### src/rtl/cache_pkg.sv
// Shared cache/memory definitions: block geometry, address width and the
// next-level responder state encoding.
package cache_pkg;

    localparam int ADDR_W    = 32;
    localparam int BLOCKSIZE = 64;

    typedef enum logic [1:0] {
        ST_IDLE = 2'd0,
        ST_WAIT = 2'd1,
        ST_RESP = 2'd2
    } l2_state_t;

    // Byte-offset bits within a block; also used by the cache tag/index split.
    function automatic int offset_bits(input int blocksize);
        return $clog2(blocksize);
    endfunction

endpackage

### src/rtl/l2_mem_responder_if.sv
// Request/response handshake between the cache miss path and the L2 responder.
interface l2_mem_responder_if;
    import cache_pkg::*;

    logic              req_valid;
    logic              req_ready;
    logic              req_write;
    logic [ADDR_W-1:0] req_addr;
    logic              resp_valid;
    logic              resp_ready;
    logic              resp_write;
    logic [ADDR_W-1:0] resp_tag;

    modport master (
        output req_valid, req_write, req_addr, resp_ready,
        input  req_ready, resp_valid, resp_write, resp_tag
    );

    modport slave (
        input  req_valid, req_write, req_addr, resp_ready,
        output req_ready, resp_valid, resp_write, resp_tag
    );

endinterface

### src/rtl/l2_mem_responder_sat_counter.sv
// Saturating up-counter with synchronous clear; holds at all-ones.
module sat_counter #(
    parameter int W = 12
) (
    input  logic         clk,
    input  logic         reset,
    input  logic         inc,
    input  logic         clear,
    output logic [W-1:0] count
);

    always_ff @(posedge clk or posedge reset) begin
        if (reset) begin
            count <= '0;
        end else if (clear) begin
            count <= '0;
        end else if (inc && (count != {W{1'b1}})) begin
            count <= count + 1'b1;
        end
    end

endmodule

### src/rtl/l2_mem_responder.sv
// Next-level memory responder: one block request at a time, fixed read/write
// latency, saturating traffic statistics. Carries no data.
module l2_mem_responder
    import cache_pkg::*;
#(
    parameter int BLOCKSIZE     = cache_pkg::BLOCKSIZE,
    parameter int READ_LATENCY  = 4,
    parameter int WRITE_LATENCY = 2,
    parameter int CNT_W         = 12
) (
    input  logic             clk,
    input  logic             reset,
    l2_mem_responder_if.slave bus,
    output logic             busy,
    output logic [CNT_W-1:0] num_reads,
    output logic [CNT_W-1:0] num_writes
);

    localparam int OFF_W   = offset_bits(BLOCKSIZE);
    localparam int LAT_MAX = (READ_LATENCY > WRITE_LATENCY) ? READ_LATENCY : WRITE_LATENCY;
    localparam int LAT_W   = $clog2(LAT_MAX + 1);

    l2_state_t         state;
    logic [LAT_W-1:0]  cnt;
    logic              resp_valid_q;
    logic              resp_write_q;
    logic [ADDR_W-1:0] resp_tag_q;
    logic              accept;

    assign accept         = bus.req_valid && (state == ST_IDLE);
    assign bus.req_ready  = (state == ST_IDLE);
    assign bus.resp_valid = resp_valid_q;
    assign bus.resp_write = resp_write_q;
    assign bus.resp_tag   = resp_tag_q;
    assign busy           = (state != ST_IDLE);

    always_ff @(posedge clk or posedge reset) begin
        if (reset) begin
            state        <= ST_IDLE;
            cnt          <= '0;
            resp_valid_q <= 1'b0;
            resp_write_q <= 1'b0;
            resp_tag_q   <= '0;
        end else begin
            case (state)
                ST_IDLE: begin
                    if (bus.req_valid) begin
                        resp_tag_q   <= bus.req_addr >> OFF_W;
                        resp_write_q <= bus.req_write;
                        cnt          <= bus.req_write ? LAT_W'(WRITE_LATENCY)
                                                      : LAT_W'(READ_LATENCY);
                        state        <= ST_WAIT;
                    end
                end
                ST_WAIT: begin
                    // Terminal count of 1 so a latency of L lands RESP exactly L edges after accept.
                    if (cnt == LAT_W'(1)) begin
                        cnt          <= '0;
                        resp_valid_q <= 1'b1;
                        state        <= ST_RESP;
                    end else begin
                        cnt <= cnt - 1'b1;
                    end
                end
                ST_RESP: begin
                    if (bus.resp_ready) begin
                        resp_valid_q <= 1'b0;
                        state        <= ST_IDLE;
                    end
                end
                default: begin
                    state <= ST_IDLE;
                end
            endcase
        end
    end

    sat_counter #(.W(CNT_W)) u_reads (
        .clk   (clk),
        .reset (reset),
        .inc   (accept && !bus.req_write),
        .clear (1'b0),
        .count (num_reads)
    );

    sat_counter #(.W(CNT_W)) u_writes (
        .clk   (clk),
        .reset (reset),
        .inc   (accept && bus.req_write),
        .clear (1'b0),
        .count (num_writes)
    );

endmodule
### src/flat_wrapper.sv
// flat-port wrapper written by rule: the top's interface ports become plain ports
module l2_mem_responder_flat import cache_pkg::*;
#(
    parameter int BLOCKSIZE     = cache_pkg::BLOCKSIZE,
    parameter int READ_LATENCY  = 4,
    parameter int WRITE_LATENCY = 2,
    parameter int CNT_W         = 12
)
  (clk, reset, busy, num_reads, num_writes, bus_req_valid, bus_req_write, bus_req_addr, bus_resp_ready, bus_req_ready, bus_resp_valid, bus_resp_write, bus_resp_tag);
  l2_mem_responder_if bus_i ();
  input  logic clk;
  input  logic reset;
  output logic busy;
  output logic [CNT_W-1:0] num_reads;
  output logic [CNT_W-1:0] num_writes;
  input wire logic [$bits(bus_i.req_valid)-1:0] bus_req_valid;
  input wire logic [$bits(bus_i.req_write)-1:0] bus_req_write;
  input wire logic [$bits(bus_i.req_addr)-1:0] bus_req_addr;
  input wire logic [$bits(bus_i.resp_ready)-1:0] bus_resp_ready;
  output wire logic [$bits(bus_i.req_ready)-1:0] bus_req_ready;
  output wire logic [$bits(bus_i.resp_valid)-1:0] bus_resp_valid;
  output wire logic [$bits(bus_i.resp_write)-1:0] bus_resp_write;
  output wire logic [$bits(bus_i.resp_tag)-1:0] bus_resp_tag;
  assign bus_i.req_valid = bus_req_valid;
  assign bus_i.req_write = bus_req_write;
  assign bus_i.req_addr = bus_req_addr;
  assign bus_i.resp_ready = bus_resp_ready;
  assign bus_req_ready = bus_i.req_ready;
  assign bus_resp_valid = bus_i.resp_valid;
  assign bus_resp_write = bus_i.resp_write;
  assign bus_resp_tag = bus_i.resp_tag;
  l2_mem_responder #(.BLOCKSIZE(BLOCKSIZE), .READ_LATENCY(READ_LATENCY), .WRITE_LATENCY(WRITE_LATENCY), .CNT_W(CNT_W)) u_core (.clk(clk), .reset(reset), .bus(bus_i), .busy(busy), .num_reads(num_reads), .num_writes(num_writes));
endmodule
### config.mk
export PLATFORM = sky130hd
export DESIGN_NAME = l2_mem_responder_flat
export DESIGN_NICKNAME = d
export VERILOG_FILES = /design/src/rtl/cache_pkg.sv /design/src/rtl/l2_mem_responder_if.sv /design/src/rtl/l2_mem_responder_sat_counter.sv /design/src/rtl/l2_mem_responder.sv /design/src/flat_wrapper.sv
export SDC_FILE = /design/constraint.sdc
export NUM_CORES = 1
export LEC_CHECK = 0
export BUFFER_PORTS_ARGS = -buffer_cell sky130_fd_sc_hd__buf_2
export CORE_MARGIN = 5
export CORE_UTILIZATION = 35
export DETAILED_ROUTE_END_ITERATION = 10
export GPL_ROUTABILITY_DRIVEN = 0
export SLEW_MARGIN = 0
export SYNTH_ARGS = -nofsm -noshare
export SYNTH_HDL_FRONTEND = slang
export SYNTH_SLANG_ARGS = --single-unit
### constraint.sdc
create_clock -name clk -period 1.95 [get_ports clk]
set_input_delay 0.39 -clock clk [delete_from_list [all_inputs] [get_ports clk]]
set_output_delay 0.39 -clock clk [all_outputs]
set_load 0.005 [all_outputs]
==> results.sh <==
export IMPL_detail_route_first_pass_iterations=6
export IMPL_layout_commonest_cell="nand2_1"
export IMPL_grt_max_degree=31
export IMPL_final_cell_mix="nand2_1 (89), buf_2 (84), dfrtp_1 (57)"
export IMPL_rows=31
export IMPL_crit_type="reg -> reg"
export IMPL_die_w_um=95.8
export IMPL_cp_depth=5
export IMPL_drt_total_wl_um=6040
export IMPL_timing_rr_start="u_core.state[1]$_DFFE_PP0P_"
export IMPL_crit_end="u_core.cnt[2]$_DFFE_PP0P_"
export IMPL_cp_arrival_ns=1.95
export IMPL_synth_main_ff_cell="dfrtp_1"
export IMPL_dieArea_um2=9170
export IMPL_startpoint="u_core.state[1]$_DFFE_PP0P_"
export IMPL_clock_tree_buffer_depth=2
export IMPL_cts_made_buffers=9
export IMPL_cap_violations=0
export IMPL_drc=0
export IMPL_synthCells=263
export IMPL_async_reset_ff_share_pct=100
export IMPL_grt_pass1_vias=2085
export IMPL_final_max_slew_viol_count=0
export IMPL_synth_edf_count=0
export IMPL_power_density_nw_per_um2=1340
export IMPL_yosysSeqAreaShare_pct=55.4
export IMPL_ys_types=38
export IMPL_synth_area_um2=2570
export IMPL_cts_tree="built"
export IMPL_setup_viol=0
export IMPL_via_per_inst=4.63
export IMPL_area_sequential_um2=1430
export IMPL_drtIter0Drc=94
export IMPL_clkLatencyLatePin_ns=0.32
export IMPL_io_buffers=84
export IMPL_drive_gt1_share_pct=31.0
export IMPL_antenna_cells=0
export IMPL_track_usage_pct=14.1
export IMPL_htree_levels=3
export IMPL_worst_setup_path_end_kind="register"
export IMPL_core_area_um2=7210
export IMPL_crit_buf_inv=1
export IMPL_setup_tns_ns=0
export IMPL_antenna_found_initial=0
export IMPL_max_stage_delay_ns=0.46
export IMPL_synth_seq_cells=57
export IMPL_critical_path_slowest_cell="or3b_1"
export IMPL_clkSinkCount=57
export IMPL_worstReg2RegEnd="u_core.cnt[2]$_DFFE_PP0P_"
export IMPL_rsz0062_at_grt="false"
export IMPL_r2r_cells=5
export IMPL_dr_total_vias=2132
export IMPL_cp_start_kind="register"
export IMPL_fin_nets=398
export IMPL_fmax_mhz=575
export IMPL_finalPower_mw=4.48
export IMPL_grt_pass1_wl_um=9930
export IMPL_ant_nets=0
export IMPL_syn_area_per_cell_um2=9.79
export IMPL_cpLargestDelayFamily="simple AND/OR/NAND/NOR gates"
export IMPL_min_delay_path_depth=3
export IMPL_start_util_pct=35.7
export IMPL_cp_max_fo=30
export IMPL_finalHoldViolCount=0
export IMPL_yosys_warnings=0
export IMPL_finalCriticalPeriod_ns=1.74
export IMPL_vdd_drop_max_uv=551
export IMPL_dp_hpwl_um=4330
export IMPL_io_pins=97
export IMPL_p_leak_nw=1.79
export IMPL_die_h_um=95.8
export IMPL_wire_per_inst_um=13.1
export IMPL_skew_ns=0.00589
export IMPL_root_buffer="clkbuf_8"
export IMPL_path_clk_slew_ns=0.07
export IMPL_cp_cell_sequence="or3b_1, buf_4, nand2_1, o21ai_0, a211o_1"
export IMPL_grt_ovfl_total=0
export IMPL_areaGrowthSynthToFinish_pct=29.3
export IMPL_reg2reg_slack_ns=0.21
export IMPL_multiInputGateArea_um2=1060
export IMPL_worstPathRequired_ns=2.16
export IMPL_num_fill_cells=718
export IMPL_period_share_pct=89.1
export IMPL_run_status="finished, final reports clean"
export IMPL_hold_path_class="in -> reg"
routing by layer:
metal	track usage (%)	vias up	routed length, um
met1	18.4	1013	2760
met3	2.97	5	290
met4	6.99	0	73
li1	-	1062	-
met2	22.1	52	2920
met5	0	-	0
tightest hold or removal path, delay by kind of cell:
| kind | cells | cell delay [ns] |
|---|---|---|
| buffers and inverters | 1 | 0.07 |
| and+or+nand+nor | 2 | 0.08 |
how the worst min path moves through the flow:
stage,from,end,slack (ns)
6_report,bus_req_addr[28],u_core.bus.resp_tag[22]$_DFFE_PP0N_,0.25
5_1_grt,bus_req_addr[14],u_core.bus.resp_tag[8]$_DFFE_PP0N_,0.23
4_1_cts,bus_req_addr[28],u_core.bus.resp_tag[22]$_DFFE_PP0N_,0.23
3_5_place_dp,reset,u_core.bus.resp_tag[9]$_DFFE_PP0N_,0.28
3_3_place_gp,reset,u_core.bus.resp_tag[9]$_DFFE_PP0N_,0.28
2_1_floorplan,u_core.bus.resp_tag[0]$_DFFE_PP0N_,u_core.bus.resp_tag[0]$_DFFE_PP0N_,0.47
cell usage after synthesis, drive strengths merged, types with 2 or more instances:
master	n	area, um^2
nand4	10	62.6
a21o	2	15.0
xnor2	10	87.6
nand2	89	334
nor3	4	20.0
clkbuf	6	22.5
o21ai	7	35.0
nor4b	3	41.3
and4	4	35.0
buf	9	68.8
xor2	5	43.8
inv	6	22.5
and2	3	18.8
mux2	2	22.5
nand3	9	45.0
and3	4	25.0
a31oi	3	18.8
ha	4	50.1
dfrtp	57	1430
nor2	5	18.8
a21oi	7	35.0
through the flow:
step	cell area (um^2)	std cells	hold slack, ns	utilization, %	setup WS [ns]
after floorplan	2590	268	0.470	-	0.160
after global placement	3130	444	0.281	43.3	0.171
after detailed placement	3130	444	0.282	43.3	0.154
after CTS	3330	460	0.228	46.2	0.190
after global routing	3330	460	0.232	46.2	0.104
final	3330	460	0.254	46.2	0.212
cell type report:
class	instances	area share, %
inverters	6	0.676
flip-flops and latches	57	42.8
well taps	99	3.72
clock inverters	3	1.20
clock buffers	12	4.66
multi-input cells	190	31.8
repair buffers	93	15.1
where the power goes:
part | internal (mW) | leakage (nW) | switching, mW | total (mW)
Combinational | 0.694 | 0.967 | 0.797 | 1.49
Sequential | 1.60 | 0.724 | 0.292 | 1.90
Clock | 0.649 | 0.102 | 0.441 | 1.09
Total | 2.95 | 1.79 | 1.53 | 4.48
state kept, by name, indices dropped and copies added (netlist names):
register and cells:
u_core.bus.resp_tag 26, u_core.bus.resp_valid 1, u_core.bus.resp_write 1, u_core.cnt 3, u_core.state 2, u_core.u_reads.count 12, u_core.u_writes.count 12
repair_timing:
item / CTS / global route
setup buffers: 0 / 0
endpoints found under the hold margin: 5 / 0
hold buffers: 1 / 0
resized for setup: 0 / 0
cell families after synthesis:
| logic type | count (synthesis) | synth area share, % |
|---|---|---|
| xor+xnor | 15 | 5.10 |
| compound gates | 25 | 5.88 |
| buf+inv | 21 | 4.42 |
| flops | 57 | 55.4 |
| other cells | 1 | 0.146 |
| mux | 3 | 1.26 |
| simple gates | 137 | 25.9 |
| fa+ha+maj | 4 | 1.94 |
No activity file was read; power rests on OpenSTA's default activity.
